### config.mk
export PLATFORM = sky130hd
export DESIGN_NAME = mhd_stream_monitor
export DESIGN_NICKNAME = d
export VERILOG_FILES = /design/src/rtl/mhd_pkg.sv /design/src/rtl/mhd_popcount.sv /design/src/rtl/mhd_stream_monitor.sv
export SDC_FILE = /design/constraint.sdc
export NUM_CORES = 1
export LEC_CHECK = 0
export ABC_AREA = 1
export BUFFER_PORTS_ARGS = -buffer_cell sky130_fd_sc_hd__buf_2
export CAP_MARGIN = 20
export CORE_ASPECT_RATIO = 0.75
export CORE_MARGIN = 2
export CORE_UTILIZATION = 30
export CTS_CLUSTER_SIZE = 25
export DETAILED_ROUTE_END_ITERATION = 10
export GPL_TIMING_DRIVEN = 0
export PLACE_DENSITY = 0.58
export SKIP_LAST_GASP = 1
export SYNTH_ARGS = -nofsm -noshare
export SYNTH_HDL_FRONTEND = slang
export SYNTH_SLANG_ARGS = --single-unit
### constraint.sdc
create_clock -name clk -period 9.3 [get_ports clk]
set_input_delay 2.325 -clock clk [delete_from_list [all_inputs] [get_ports clk]]
set_output_delay 2.325 -clock clk [all_outputs]
set_load 0.005 [all_outputs]
### src/rtl/mhd_pkg.sv
// rtl/mhd_pkg.sv - shared state encoding and width helper for the Hamming-distance monitor
package mhd_pkg;

  typedef enum logic [1:0] {
    ST_IDLE  = 2'd0,
    ST_RUN   = 2'd1,
    ST_DRAIN = 2'd2,
    ST_DONE  = 2'd3
  } state_t;

  // Bits needed to hold any count from 0 up to w inclusive
  function automatic int hd_width(input int w);
    return $clog2(w + 1);
  endfunction

endpackage

### src/rtl/mhd_popcount.sv
// rtl/mhd_popcount.sv - combinational population count of a difference vector
module mhd_popcount
  import mhd_pkg::*;
#(
  parameter int WIDTH = 64,
  parameter int CW    = hd_width(WIDTH)
) (
  input  logic [WIDTH-1:0] diff,
  output logic [CW-1:0]    count
);

  // Sum the set bits; CW is sized so an all-ones diff still fits
  always_comb begin
    count = '0;
    for (int i = 0; i < WIDTH; i++) begin
      count = count + CW'(diff[i]);
    end
  end

endmodule

### src/rtl/mhd_stream_monitor.sv
// rtl/mhd_stream_monitor.sv - windowed Hamming-distance monitor with two-stage pipeline and stats
module mhd_stream_monitor
  import mhd_pkg::*;
#(
  parameter  int WIDTH = 64,
  parameter  int MHD   = 32,
  parameter  int CNT_W = 32,
  localparam int HD_W  = hd_width(WIDTH)
) (
  input  logic             clk,
  input  logic             rst,
  input  logic             start,
  input  logic [CNT_W-1:0] win_len,
  input  logic             in_valid,
  output logic             in_ready,
  input  logic [WIDTH-1:0] a,
  input  logic [WIDTH-1:0] b,
  output logic             res_valid,
  output logic [HD_W-1:0]  res_hd,
  output logic             res_f,
  output logic             busy,
  output logic             done,
  output logic [CNT_W-1:0] sample_cnt,
  output logic [CNT_W-1:0] viol_cnt,
  output logic [HD_W-1:0]  max_hd
);

  localparam logic [CNT_W-1:0] CNT_ONE = CNT_W'(1);

  state_t           state;
  state_t           state_nx;
  logic [CNT_W-1:0] win_len_q;
  logic [CNT_W-1:0] acc_cnt;
  logic             s1_valid;
  logic [WIDTH-1:0] s1_diff;
  logic [HD_W-1:0]  pop;
  logic             start_acc;
  logic             accept;
  logic             last_accept;

  assign start_acc   = (state == ST_IDLE) && start;
  assign accept      = in_valid && in_ready;
  assign last_accept = accept && (acc_cnt == win_len_q - CNT_ONE);

  // State register
  always_ff @(posedge clk or posedge rst) begin
    if (rst) state <= ST_IDLE;
    else     state <= state_nx;
  end

  // Next state; DRAIN exits once stage 1 is empty because the final result
  // in stage 2 is folded into the stats on that same edge
  always_comb begin
    state_nx = state;
    case (state)
      ST_IDLE:  if (start) state_nx = (win_len == '0) ? ST_DONE : ST_RUN;
      ST_RUN:   if (last_accept) state_nx = ST_DRAIN;
      ST_DRAIN: if (!s1_valid) state_nx = ST_DONE;
      ST_DONE:  state_nx = ST_IDLE;
      default:  state_nx = ST_IDLE;
    endcase
  end

  // State-decoded handshake and status outputs
  always_comb begin
    in_ready = (state == ST_RUN);
    busy     = (state != ST_IDLE);
    done     = (state == ST_DONE);
  end

  // Latch window length on start and count accepted pairs
  always_ff @(posedge clk or posedge rst) begin
    if (rst) begin
      win_len_q <= '0;
      acc_cnt   <= '0;
    end else if (start_acc) begin
      win_len_q <= win_len;
      acc_cnt   <= '0;
    end else if (accept) begin
      acc_cnt <= acc_cnt + CNT_ONE;
    end
  end

  // Stage 1: capture the bitwise difference of an accepted pair
  always_ff @(posedge clk or posedge rst) begin
    if (rst) begin
      s1_valid <= 1'b0;
      s1_diff  <= '0;
    end else begin
      s1_valid <= accept;
      if (accept) s1_diff <= a ^ b;
    end
  end

  mhd_popcount #(.WIDTH(WIDTH), .CW(HD_W)) u_popcount (
    .diff  (s1_diff),
    .count (pop)
  );

  // Stage 2: register the distance and the violation flag
  always_ff @(posedge clk or posedge rst) begin
    if (rst) begin
      res_valid <= 1'b0;
      res_hd    <= '0;
      res_f     <= 1'b0;
    end else begin
      res_valid <= s1_valid;
      if (s1_valid) begin
        res_hd <= pop;
        res_f  <= (int'(pop) > MHD);
      end
    end
  end

  // Window statistics: cleared by an accepted start, saturating, held otherwise
  always_ff @(posedge clk or posedge rst) begin
    if (rst) begin
      sample_cnt <= '0;
      viol_cnt   <= '0;
      max_hd     <= '0;
    end else if (start_acc) begin
      sample_cnt <= '0;
      viol_cnt   <= '0;
      max_hd     <= '0;
    end else if (res_valid) begin
      if (sample_cnt != '1)      sample_cnt <= sample_cnt + CNT_ONE;
      if (res_f && viol_cnt != '1) viol_cnt <= viol_cnt + CNT_ONE;
      if (res_hd > max_hd)       max_hd     <= res_hd;
    end
  end

endmodule

==> results.py <==
metrics = {
    "status": {
        "outcome": "completed",
    },
    "timing": {
        "period_share_pct": 67.8,
        "finalMaxSlewViolations": 0,
        "timing.fmax_mhz": 159,
        "final.hold.worst_slack_ps": 390,
        "clock-skew-final_ps": 23.6,
        "tns_ps": 0,
        "finalSetupViolations": 0,
        "worst_slew_pin_slew_ps": 894,
        "final_period_minus_worst_setup_slack_ps": 6300,
        "rsz0062_at_grt": "false",
        "finalHoldViolations": 0,
        "relSlewSlack_pct": 40.4,
    },
    "layout": {
        "register_area_sq_um": 5280,
        "drive_gt1_share_pct": 16.5,
        "antenna_cells": 0,
        "mostFrequentLayoutCells": "399 x nand2_1, 250 x buf_2, 238 x inv_1",
        "area_occupied_by_multi_input_gates_sq_um": 7280,
        "filler_cell_count": 4733,
        "syn2layout_area_growth_pct": 21.2,
        "fin_nets": 2245,
        "most_frequent_standard_cell_in_the_layout_excluding_fill_and_tap_cells": "nand2_1",
    },
    "worst_setup_path": {
        "highest_cell_delay_on_the_worst_timing_path_ps": 610,
        "worst_path_dominant_cell_family": "adder cells",
        "critical_path_buf_inv_count": 3,
        "cp_data_required_time_ps": 9710,
        "worst_r2r_endpoint": "res_hd[6]",
        "start_kind": "register",
        "rr_worst_depth": 19,
        "endpoint_kind": "register",
        "timing.critical_path.arrival_ps": 6710,
        "path_common_cell": "fa_1",
        "critPathSlowestCell": "fa_1",
        "rrSetupSlack_ps": 3000,
        "timing.setup.critical_path_class": "register to register",
        "worst_r2r_startpoint": "s1_diff[0]",
        "crit_path_cell_trace": "ha_1, inv_1, fa_1, fa_1, fa_1, fa_1, fa_1, fa_1, fa_1, fa_1, inv_1, fa_1, inv_1, fa_1, o21ai_0, a21oi_1, nor2_1, o21ai_0, o21ai_0",
        "critPathMaxFanout": 2,
    },
    "die": {
        "initial_utilization_pct": 30.5,
        "floorplan.rows": 67,
        "die_wd_um": 250,
        "coreArea_sq_um": 44800,
        "area_of_the_die_sq_um": 47200,
        "ioPinCount": 247,
        "die_h_um": 189,
    },
    "global_routing": {
        "first_global_vias": 12400,
        "largest_net_degree_at_the_start_of_global_routing": 116,
        "grt_first_pass_wirelength_um": 66400,
        "grt_total_usage_pct": 17.6,
        "number_of_antenna_violations_at_the_first_check_in_global_routing": 1,
        "grt.overflow.total": 0,
    },
    "min_path": {
        "timing.hold.worst.start": "s1_valid",
        "timing.hold.worst_endpoint": "res_valid",
        "timing.hold.worst_path_depth": 0,
        "worstHoldPathType": "register to register",
    },
    "placement": {
        "place.detailed.hpwl_um": 32200,
        "io_buffer_count": 246,
        "gp_congestion": 0.924,
    },
    "clock_network": {
        "worst_skew_pair.late_latency_ps": 560,
        "cts_max_path_buffers": 3,
        "cts_tree": "done",
        "cts-htree-levels": 1,
        "tritoncts_sink_count": 211,
        "cts-buffers-inserted": 26,
        "clock-root-buffer": "clkbuf_16",
        "clk_pin_slew_worst_setup_hold_paths_ps": 60,
        "cts-resized-gates": 0,
        "number_of_hold_buffers_added_after_cts": 0,
        "postCtsSetupBuffers": 0,
    },
    "detailed_routing": {
        "postRouteAntennaNets": 0,
        "detailroute.via_count": 12300,
        "detailed_route_iter0_violations": 807,
        "drc_errors": 0,
        "routed_via_density": 4.72,
        "routed_wl_um": 40900,
        "wl_per_cell_um": 15.8,
        "drt_pre_antenna_iters": 5,
    },
    "synthesis": {
        "yosys_register_bits": 211,
        "synthesis.instances": 1720,
        "synth.net_count": 1970,
        "synth-edff-count": 0,
        "yosysUniqueCellTypes": 50,
        "synth_ff_type": "dfrtp_1",
        "syn-mean-instance-area_sq_um": 7.94,
        "synthesis_warning_total": 0,
        "synth.cell_area_sq_um": 13600,
        "ys_async_sr_fraction_pct": 100,
        "synth-seq-area-share_pct": 38.7,
    },
    "job": {
        "cap_violations": 0,
    },
}
[cell families (layout without fill, tap and decap cells)]
family	after synthesis	count (layout)	share of synthesized area [%]
flip-flops	211	211	38.7
AND/OR/NAND/NOR	760	760	24.4
XOR/XNOR	118	118	7.57
buffers and inverters	286	578	7.96
AO/OA/AOI/OAI	259	259	10.6
adder cells (fa/ha/maj)	86	86	10.9
[stage by stage]
step	util, %	std cells	setup WS, ps	instance area, sq um
floorplan	-	1720	1210	13600
global placement	34.9	2552	-1610	15600
detailed placement	35.0	2553	2990	15600
CTS	36.9	2598	2940	16500
global route	36.9	2598	2600	16500
finish	36.9	2598	3000	16500
[final cells by class]
cell class	count	share of cell area, %
multi-input combinational	1223	44.0
sequential	211	31.9
timing repair buffer	247	7.61
inverter	245	5.63
clock buffer	39	4.72
tap	586	4.43
buffer	41	0.984
clock inverter	6	0.651
[worst register-to-register path, stage by stage (launching register included)]
cell and delay (ps):
dfrtp_1 390, ha_1 300, inv_1 70, fa_1 440
fa_1 610, fa_1 470, fa_1 540, fa_1 440
fa_1 530, fa_1 420, fa_1 490, inv_1 50
fa_1 400, inv_1 90, fa_1 200, o21ai_0 150
a21oi_1 160, nor2_1 50, o21ai_0 220, o21ai_0 140
[sequential cells by signal (all words and copies together) (netlist names)]
name,flops
s1_diff,64
acc_cnt,32
sample_cnt,32
viol_cnt,32
win_len_q,32
max_hd,7
res_hd,7
state,2
res_f,1
res_valid,1
s1_valid,1
[layer usage]
| layer | wire length (um) | share of wire, % | GRT usage, % |
|---|---|---|---|
| met5 | 10 | 0.024 | 0 |
| met4 | 958 | 2.3 | 4.05 |
| met3 | 2300 | 5.6 | 2.79 |
| met2 | 17200 | 42 | 26.7 |
| met1 | 20500 | 50 | 26.2 |
[synth_stat cells, drive strengths merged, types with 3 or more instances]
cell    number  share of area [%]
nand2      403                 11
inv        244                6.7
dfrtp      211                 39
nor2       168                4.9
o21ai      155                5.8
xnor2       83                5.3
nand3       77                2.9
a21oi       55                2.1
fa          54                7.9
nor3        48                2.0
clkbuf      35               0.96
xor2        35                2.2
ha          32                2.9
nand4       32                1.6
o31ai       19                1.0
nor4        18               0.96
o21a         9               0.49
a31oi        6               0.28
buf          6               0.23
nand3b       6               0.33
a211oi       4               0.26
a221oi       3               0.19
nor3b        3               0.20
o22ai        3               0.14
[how the worst max path moves through the flow]
stage / start / to / cells past startpoint
detailed placement: s1_diff[1] / res_hd[6] / 19
finish: s1_diff[0] / res_hd[6] / 19
floorplan: rst / acc_cnt[0] / 1
global placement: rst / sample_cnt[15] / 2
CTS: s1_diff[1] / res_hd[6] / 19
global route: s1_diff[0] / res_hd[6] / 19
Power is not shown: default switching activity piles up to over one toggle a cycle in this logic, so the estimate is an artifact.
